<file path="src/rtl/expand_bitwidth_if.sv">
// Streaming bin interface for expand_bitwidth: narrowed bins in, widened bins out.
// Signal names keep the block's _i/_o direction suffixes as seen from the DUT.
interface expand_bitwidth_if #(
  parameter int IW = 8,
  parameter int OW = 10,
  parameter int EW = 3
);
  logic [2*IW-1:0] data_i;
  logic            valid_i;
  logic            sop_i;
  logic [EW-1:0]   shift_i;
  logic            ready_o;
  logic [2*OW-1:0] data_o;
  logic            valid_o;
  logic            ready_i;
  logic            sop_o;
  logic            eop_o;
  logic            sat_alarm_o;
  logic            frame_err_o;

  modport slave (
    input  data_i, valid_i, sop_i, shift_i, ready_i,
    output ready_o, data_o, valid_o, sop_o, eop_o, sat_alarm_o, frame_err_o
  );

  modport master (
    output data_i, valid_i, sop_i, shift_i, ready_i,
    input  ready_o, data_o, valid_o, sop_o, eop_o, sat_alarm_o, frame_err_o
  );
endinterface

</file>
<file path="src/rtl/expand_bitwidth.sv">
// Restores narrowed {im,re} bins to OW bits: sign-extend, apply the per-frame
// left shift latched on sop, then saturate or wrap. Single registered output stage.
module expand_bitwidth #(
  parameter int IW     = 8,
  parameter int OW     = 10,
  parameter int N      = 256,
  parameter int EW     = 3,
  parameter int SAT_EN = 1
) (
  input  logic               clk_i,
  input  logic               srst_n_i,
  expand_bitwidth_if.slave   bus
);
  localparam int XW = IW + (1 << EW) - 1;
  localparam int WW = (XW > OW) ? XW : OW;
  localparam int CW = $clog2(N);

  generate
    if (OW < IW) begin : g_bad_ow
      $fatal(1, "expand_bitwidth: OW must be >= IW");
    end
    if (N < 2) begin : g_bad_n
      $fatal(1, "expand_bitwidth: N must be >= 2");
    end
  endgenerate

  typedef enum logic {IDLE, ACTIVE} state_e;

  state_e                 state_q, state_d;
  logic [CW-1:0]          cnt_q, cnt_d;
  logic [EW-1:0]          sh_q, sh_d;

  logic                   valid_q, valid_d;
  logic                   sop_q, sop_d;
  logic                   eop_q, eop_d;
  logic                   sat_q, sat_d;
  logic                   err_q, err_d;
  logic [1:0][OW-1:0]     data_q, data_d;

  logic [1:0][IW-1:0]     din;
  logic [EW-1:0]          sh_use;
  logic [1:0]             sat_comp;
  logic                   acc;

  assign din         = bus.data_i;
  assign bus.ready_o = !valid_q || bus.ready_i;
  assign acc         = bus.valid_i && bus.ready_o;

  // Returns {overflow, value}; overflow means the top bits above OW-1 disagree.
  function automatic logic [OW:0] expand(input logic [IW-1:0] x, input logic [EW-1:0] s);
    logic [WW-1:0] w;
    logic [WW-OW:0] hi;
    logic ovf;
    w   = {{(WW-IW){x[IW-1]}}, x};
    w   = w << s;
    hi  = w[WW-1:OW-1];
    ovf = !((&hi) || !(|hi));
    if (ovf && SAT_EN != 0)
      expand = w[WW-1] ? {1'b1, 1'b1, {(OW-1){1'b0}}} : {1'b1, 1'b0, {(OW-1){1'b1}}};
    else
      expand = {1'b0, w[OW-1:0]};
  endfunction

  always_ff @(posedge clk_i) begin
    if (!srst_n_i) begin
      state_q <= IDLE;
      cnt_q   <= '0;
      sh_q    <= '0;
    end else begin
      state_q <= state_d;
      cnt_q   <= cnt_d;
      sh_q    <= sh_d;
    end
  end

  // A sop beat always restarts the frame, whether we were idle or mid-frame.
  always_comb begin
    state_d = state_q;
    cnt_d   = cnt_q;
    sh_d    = sh_q;
    if (acc) begin
      if (bus.sop_i) begin
        state_d = ACTIVE;
        cnt_d   = CW'(1);
        sh_d    = bus.shift_i;
      end else if (state_q == ACTIVE) begin
        if (cnt_q == CW'(N-1)) begin
          state_d = IDLE;
          cnt_d   = '0;
        end else begin
          cnt_d = cnt_q + CW'(1);
        end
      end
    end
  end

  always_comb begin
    valid_d = 1'b0;
    sop_d   = 1'b0;
    eop_d   = 1'b0;
    err_d   = 1'b0;
    sh_use  = sh_q;
    if (acc) begin
      if (bus.sop_i) begin
        valid_d = 1'b1;
        sop_d   = 1'b1;
        sh_use  = bus.shift_i;
        err_d   = (state_q == ACTIVE);
      end else if (state_q == ACTIVE) begin
        valid_d = 1'b1;
        eop_d   = (cnt_q == CW'(N-1));
      end else begin
        err_d = 1'b1;
      end
    end
    for (int g = 0; g < 2; g++) begin
      {sat_comp[g], data_d[g]} = expand(din[g], sh_use);
    end
    sat_d = valid_d && (|sat_comp);
    if (!valid_d) data_d = '0;
  end

  always_ff @(posedge clk_i) begin
    if (!srst_n_i) begin
      valid_q <= 1'b0;
      data_q  <= '0;
      sop_q   <= 1'b0;
      eop_q   <= 1'b0;
      sat_q   <= 1'b0;
      err_q   <= 1'b0;
    end else begin
      err_q <= err_d;
      if (bus.ready_o) begin
        valid_q <= valid_d;
        data_q  <= data_d;
        sop_q   <= sop_d;
        eop_q   <= eop_d;
        sat_q   <= sat_d;
      end
    end
  end

  assign bus.valid_o     = valid_q;
  assign bus.data_o      = data_q;
  assign bus.sop_o       = sop_q;
  assign bus.eop_o       = eop_q;
  assign bus.sat_alarm_o = sat_q;
  assign bus.frame_err_o = err_q;
endmodule

</file>
<file path="src/flat_wrapper.sv">
// flat-port wrapper written by rule: the top's interface ports become plain ports
module expand_bitwidth_flat 
#(
  parameter int IW     = 8,
  parameter int OW     = 10,
  parameter int N      = 256,
  parameter int EW     = 3,
  parameter int SAT_EN = 1
)
  (clk_i, srst_n_i, bus_data_i, bus_valid_i, bus_sop_i, bus_shift_i, bus_ready_i, bus_ready_o, bus_data_o, bus_valid_o, bus_sop_o, bus_eop_o, bus_sat_alarm_o, bus_frame_err_o);
  expand_bitwidth_if #(.IW(IW), .OW(OW), .EW(EW)) bus_i ();
  input  logic clk_i;
  input  logic srst_n_i;
  input wire logic [$bits(bus_i.data_i)-1:0] bus_data_i;
  input wire logic [$bits(bus_i.valid_i)-1:0] bus_valid_i;
  input wire logic [$bits(bus_i.sop_i)-1:0] bus_sop_i;
  input wire logic [$bits(bus_i.shift_i)-1:0] bus_shift_i;
  input wire logic [$bits(bus_i.ready_i)-1:0] bus_ready_i;
  output wire logic [$bits(bus_i.ready_o)-1:0] bus_ready_o;
  output wire logic [$bits(bus_i.data_o)-1:0] bus_data_o;
  output wire logic [$bits(bus_i.valid_o)-1:0] bus_valid_o;
  output wire logic [$bits(bus_i.sop_o)-1:0] bus_sop_o;
  output wire logic [$bits(bus_i.eop_o)-1:0] bus_eop_o;
  output wire logic [$bits(bus_i.sat_alarm_o)-1:0] bus_sat_alarm_o;
  output wire logic [$bits(bus_i.frame_err_o)-1:0] bus_frame_err_o;
  assign bus_i.data_i = bus_data_i;
  assign bus_i.valid_i = bus_valid_i;
  assign bus_i.sop_i = bus_sop_i;
  assign bus_i.shift_i = bus_shift_i;
  assign bus_i.ready_i = bus_ready_i;
  assign bus_ready_o = bus_i.ready_o;
  assign bus_data_o = bus_i.data_o;
  assign bus_valid_o = bus_i.valid_o;
  assign bus_sop_o = bus_i.sop_o;
  assign bus_eop_o = bus_i.eop_o;
  assign bus_sat_alarm_o = bus_i.sat_alarm_o;
  assign bus_frame_err_o = bus_i.frame_err_o;
  expand_bitwidth #(.IW(IW), .OW(OW), .N(N), .EW(EW), .SAT_EN(SAT_EN)) u_core (.clk_i(clk_i), .srst_n_i(srst_n_i), .bus(bus_i));
endmodule
</file>
<file path="config.mk">
export PLATFORM = sky130hd
export DESIGN_NAME = expand_bitwidth_flat
export DESIGN_NICKNAME = d
export VERILOG_FILES = /design/src/rtl/expand_bitwidth_if.sv /design/src/rtl/expand_bitwidth.sv /design/src/flat_wrapper.sv
export SDC_FILE = /design/constraint.sdc
export NUM_CORES = 1
export LEC_CHECK = 0
export BUFFER_PORTS_ARGS = -buffer_cell sky130_fd_sc_hd__clkbuf_2
export CORE_ASPECT_RATIO = 0.7
export CORE_MARGIN = 3
export CORE_UTILIZATION = 50
export CTS_CLUSTER_SIZE = 25
export DETAILED_ROUTE_END_ITERATION = 16
export PLACE_DENSITY = 0.72
export SYNTH_ARGS = -nofsm -noshare
export SYNTH_HDL_FRONTEND = slang
export SYNTH_SLANG_ARGS = --single-unit
</file>
<file path="constraint.sdc">
create_clock -name clk_i -period 2.3 [get_ports clk_i]
set_input_delay 0.23 -clock clk_i [delete_from_list [all_inputs] [get_ports clk_i]]
set_output_delay 0.23 -clock clk_i [all_outputs]
set_load 0.01 [all_outputs]
</file>
Word level (Yosys, flattened, before mapping)
Cells that the tools add are included.
{"block": "word_totals", "register_bits": 37, "inputBits": 24, "out_inout_bits": 26, "elab_cells": 53}
{"block": "classes", "addsub": 1, "eq_ne": 1, "shift": 2, "n_mux": 23, "reduce_logical": 16}
{"cell": "<< shifter 15 x 3 -> 15 bit", "n": 2}
{"cell": "two-way mux 8 bit", "n": 3}
{"cell": "two-way mux 11 bit", "n": 2}
{"cell": "two-way mux 10 bit", "n": 2}
{"cell": "two-way mux 20 bit", "n": 1}
{"cell": "two-way mux 1 bit", "n": 13}
{"cell": "AND reduction 6 bit", "n": 2}
{"cell": "OR reduction 6 bit", "n": 2}
{"cell": "adder 8 x 1 -> 8 bit, second input constant", "n": 1}
{"cell": "== test 8 bit, second input constant", "n": 1}
{"cell": "two-way mux 3 bit", "n": 2}
{"cell": "AND reduction 2 bit", "n": 2}
{"cell": "logical NOT 1 bit", "n": 3}
{"cell": "logical OR 1 bit", "n": 3}
{"cell": "logical AND 1 bit", "n": 2}
{"cell": "nonzero test 2 bit", "n": 1}
{"cell": "OR reduction 2 bit", "n": 1}

Depth between registers and ports, before layout
{"block": "logic_depth", "depth_word": 11, "depth_mapped": 12, "mapped_depth_nobuf": 9}

Least setup slack after synthesis
OpenSTA, ideal clock, no wires.
{"block": "synth_timing", "path_type": "register -> register", "startpoint": "register u_core.valid_q, in the netlist u_core.bus.valid_o", "endpoint": "register u_core.data_q, in the netlist u_core.bus.data_o[5]", "setup_time_ns": 0.117, "t_arrival_ns": 2.220, "required_time_ns": 2.183, "path_slack_ns": -0.037, "path_stages_with_launch": 10, "n_path_buf": 1, "synth_period_minus_slack_ns": 2.337, "cell_sequence": "dfxtp_1 -> nor2b_4 -> buf_6 -> nor2_2 -> mux2_2 -> a211o_1 -> o21ai_0 -> a32oi_4 -> a311o_1 -> a22o_1"}
{"block": "synth_between", "elab_chain_len": 10, "word_cells_on_any_way": 13, "classes_between": "1 x shift; 5 x mux; 7 x reduce/logical"}
{"element": "start: declaration", "line_no": "expand_bitwidth.sv:33", "rtl": "logic valid_q, valid_d;"}
{"element": "start signal: assignment", "line_no": "expand_bitwidth.sv:134", "rtl": "valid_q <= valid_d;"}
{"element": "logical NOT 1 bit (*)", "line_no": "expand_bitwidth.sv:46", "rtl": "assign bus.ready_o = !valid_q || bus.ready_i;"}
{"element": "logical OR 1 bit (*)", "line_no": "expand_bitwidth.sv:46"}
{"element": "logical AND 1 bit", "line_no": "expand_bitwidth.sv:47", "rtl": "assign acc = bus.valid_i && bus.ready_o;"}
{"element": "two-way mux 3 bit", "line_no": "expand_bitwidth.sv:103", "rtl": "if (acc) begin"}
{"element": "<< shifter 15 x 3 -> 15 bit", "line_no": "expand_bitwidth.sv:55", "rtl": "w = w << s;"}
{"element": "OR reduction 6 bit", "line_no": "expand_bitwidth.sv:57", "rtl": "ovf = !((&hi) || !(|hi));"}
{"element": "logical NOT 1 bit", "line_no": "expand_bitwidth.sv:57"}
{"element": "logical OR 1 bit", "line_no": "expand_bitwidth.sv:57"}
{"element": "two-way mux 11 bit", "line_no": "expand_bitwidth.sv:58", "rtl": "if (ovf && SAT_EN != 0)"}
{"element": "two-way mux 20 bit", "line_no": "expand_bitwidth.sv:120", "rtl": "if (!valid_d) data_d = '0;"}
{"element": "end signal: assignment", "line_no": "expand_bitwidth.sv:135", "rtl": "data_q <= data_d;"}
{"element": "end: declaration", "line_no": "expand_bitwidth.sv:38", "rtl": "logic [1:0][OW-1:0] data_q, data_d;"}
Every way passes the cells marked *; elsewhere a longest branch is shown, timed or not.
A chain may end at the register's enable or synchronous reset.

Worst setup path in the final report
{"block": "layout_timing", "startpoint": "register u_core.valid_q, in the netlist u_core.bus.valid_o", "endpoint": "register u_core.data_q, in the netlist u_core.bus.data_o[17]"}
Same word-level chain as after synthesis.

==> flow_summary.ini <==
[setup_path]
crit_chain = nor2b_4 > inv_4 > a21oi_4 > or2_0 > buf_4 > buf_6 > mux2i_2 > mux2i_1 > mux2i_1 > o31ai_1 > o31a_1
crit_family = multiplexers
critPathMaxFanout = 6
cpPeakStageDelay_ns = 0.33
cp-start-kind = flip-flop
end_kind = flip-flop
path_buf_inv = 3
critical_path_required_ns = 2.50
path_class = reg -> reg
reg2regPathDepth = 11
path_depth = 11
crit_top_cell = mux2i_1
crit_slowest_cell = dfxtp_2
crit_arrival_ns = 2.56

[yosys]
avgSynthCellArea_um2 = 8.19
yosysUniqueCellTypes = 69
async_reset_ff_share_pct = 0
syn_nets = 345
netlist.area_leader.share_pct = 28.4
synth_edf_count = 0
synthFlopType = dfxtp_1
ys_top_cells_by_area = dfxtp_1, mux2i_1, nand2_1
synth.top_cells.by_count = nand2_1, dfxtp_1, o21ai_0
yosysMostFrequentCell = nand2_1
netlist_area_mm2 = 0.00261
synth_top_cell_by_area = dfxtp_1
syn_inst = 319
synth-seq-area-share_pct = 28.4
yosys_warnings = 0
synth-seq-cells = 37

[grt]
grt_pass1_vias = 2632
grt_pass1_wl_um = 12700
track_usage_pct = 26.1
antenna_found_initial = 0
overflow = 0
grt_max_degree = 18

[floorplanning]
die_w_um = 92.4
die_area_mm2 = 0.00614
core_area_mm2 = 0.00491
initial_core_util_pct = 53.2
io_pins = 50
num_rows = 21
die_h_um = 66.5

[clocking]
cts_tree = built
cts.sinks = 37
clk_latency_ns = 0.30
h-tree-depth = 2
cts-buffers-inserted = 5
ctsHoldBuffers = 0
cts-root-buf = clkbuf_8
cts_buffer_depth = 2
clk_pin_slew_ns = 0.08

[timing]
fin_crit_ns = 2.36
fin_worst_skew_ns = 0.00466
whs_ns = 0.271
drv_slew = 0
final-setup-viol-count = 3
period_share_pct = 103
worst_pin_slew_ns = 0.574
layout_setup_ws_ns = -0.0587
fmax_mhz = 424
grt_setup_unrepaired = true
hold_violations = 0
slew-limit-headroom_pct = 61.8

[status]
violations = setup timing
outcome = finished with violations

[pwr]
p_per_area_mw_per_mm2 = 543
p_leak_nw = 1.48
ir_drop_uv = 316

[drt]
wire_per_inst_um = 17.1
first_pass_iters = 5
ant_nets = 0
vias = 2847
drt_iter0_drc = 297
via_per_inst = 5.99
drc_errors = 0
wl_um = 8150

[run]
max-cap-violations = 0

[placed_design]
gp_congestion = 0.911
dp_slack_ns = -0.121
hpwl_um = 5840
dp_cells = 458
port_buffers = 49

[finish]
antenna_cells = 0
area_growth_pct = 34.2
fin_nets = 431
fillerInstances = 359
drive_above_1_share_pct = 39.7
layout.cells.non_filler = 475

[min_path]
whs_path_depth = 3
hp-class = in -> reg
-- path summary, 6_finish.rpt --
kind                             start               endpoint  slack (ns)
hold / removal           bus_data_i[8]  u_core.bus.data_o[10]        0.27
setup / recovery    u_core.bus.valid_o  u_core.bus.data_o[17]       -0.06
setup reg to reg    u_core.bus.valid_o  u_core.bus.data_o[17]       -0.06
hold reg to reg   u_core.bus.data_o[3]   u_core.bus.data_o[3]        0.46
-- registers in the layout, summed over array words and instances (netlist names) --
| name | flops |
|---|---|
| u_core.bus.data_o | 20 |
| u_core.bus.eop_o | 1 |
| u_core.bus.frame_err_o | 1 |
| u_core.bus.sat_alarm_o | 1 |
| u_core.bus.sop_o | 1 |
| u_core.bus.valid_o | 1 |
| u_core.cnt_q | 8 |
| u_core.sh_q | 3 |
| u_core.state_q | 1 |
-- through the flow --
step | setup TNS (ns) | utilization (%) | total power [W] | cell area [µm²]
5_1_grt | -0.885 | 71.4 | 0.00198 | 3510
3_3_place_gp | -0.608 | 64.2 | 0.00121 | 3160
6_report | -0.0645 | 71.4 | 0.00191 | 3510
4_1_cts | -0.109 | 68.1 | 0.00185 | 3350
2_1_floorplan | 0 | - | 0.00103 | 2630
3_5_place_dp | -1.14 | 64.2 | 0.00122 | 3160
-- logic make-up (layout without fill, tap and decap cells) --
| kind of cell | after synthesis | in the layout | share of synthesized area [%] |
|---|---|---|---|
| compound gates | 101 | 101 | 29.5 |
| xor+xnor | 4 | 4 | 1.34 |
| fa+ha+maj | 2 | 2 | 0.958 |
| buf+inv | 33 | 120 | 6.66 |
| flops | 37 | 37 | 28.4 |
| mux | 25 | 25 | 10.1 |
| simple gates | 117 | 117 | 23.1 |
-- area by class of cell --
class / count / area, µm² / share of cell area [%]
clock buffers: 6 / 82.6 / 2.35
clock inverters: 2 / 37.5 / 1.07
inverters: 9 / 36.3 / 1.03
multi-input cells: 249 / 1850 / 52.7
flip-flops and latches: 37 / 743 / 21.2
well taps: 69 / 86.3 / 2.46
repair buffers: 103 / 673 / 19.2
-- placed cells by master (no fill, tap or decap), types with 4 or more instances in the layout --
master / n
o21ai_0: 18
a211oi_1: 5
clkbuf_2: 49
dfxtp_1: 35
a22oi_1: 5
inv_1: 8
nand2b_1: 7
nor2b_1: 7
mux2i_1: 18
nand3_1: 8
nor2_1: 12
and2_1: 7
clkbuf_8: 6
buf_6: 6
nand2_1: 39
buf_4: 48
nand2_2: 5
a21oi_1: 14
nor3_1: 5
a21boi_0: 4
-- metal layers --
metal	track usage, %	routed length, µm
met5	0	0
met2	40.9	3550
met3	7.22	812
met4	7.59	138
met1	35.2	3640
-- what timing repair did --
item,in CTS,in global routing
setup buffers,2,7
setup endpoints to repair,18,19
pin swaps,4,8
resized for setup,15,23
-- worst reg2reg max path: stages, from the launching register on --
cell     delay, ns
dfxtp_2       0.33
nor2b_4       0.25
inv_4         0.08
a21oi_4       0.20
or2_0         0.13
buf_4         0.16
buf_6         0.13
mux2i_2       0.23
mux2i_1       0.14
mux2i_1       0.25
o31ai_1       0.12
o31a_1        0.24
-- power by group --
part,switching (W),internal (W),total [W]
logic,0.000322,0.000272,0.000594
clock network,0.000265,0.000353,0.000617
registers,0.0000211,0.000673,0.000694
total,0.000608,0.00130,0.00191
Power figures use the tool's default switching activity.
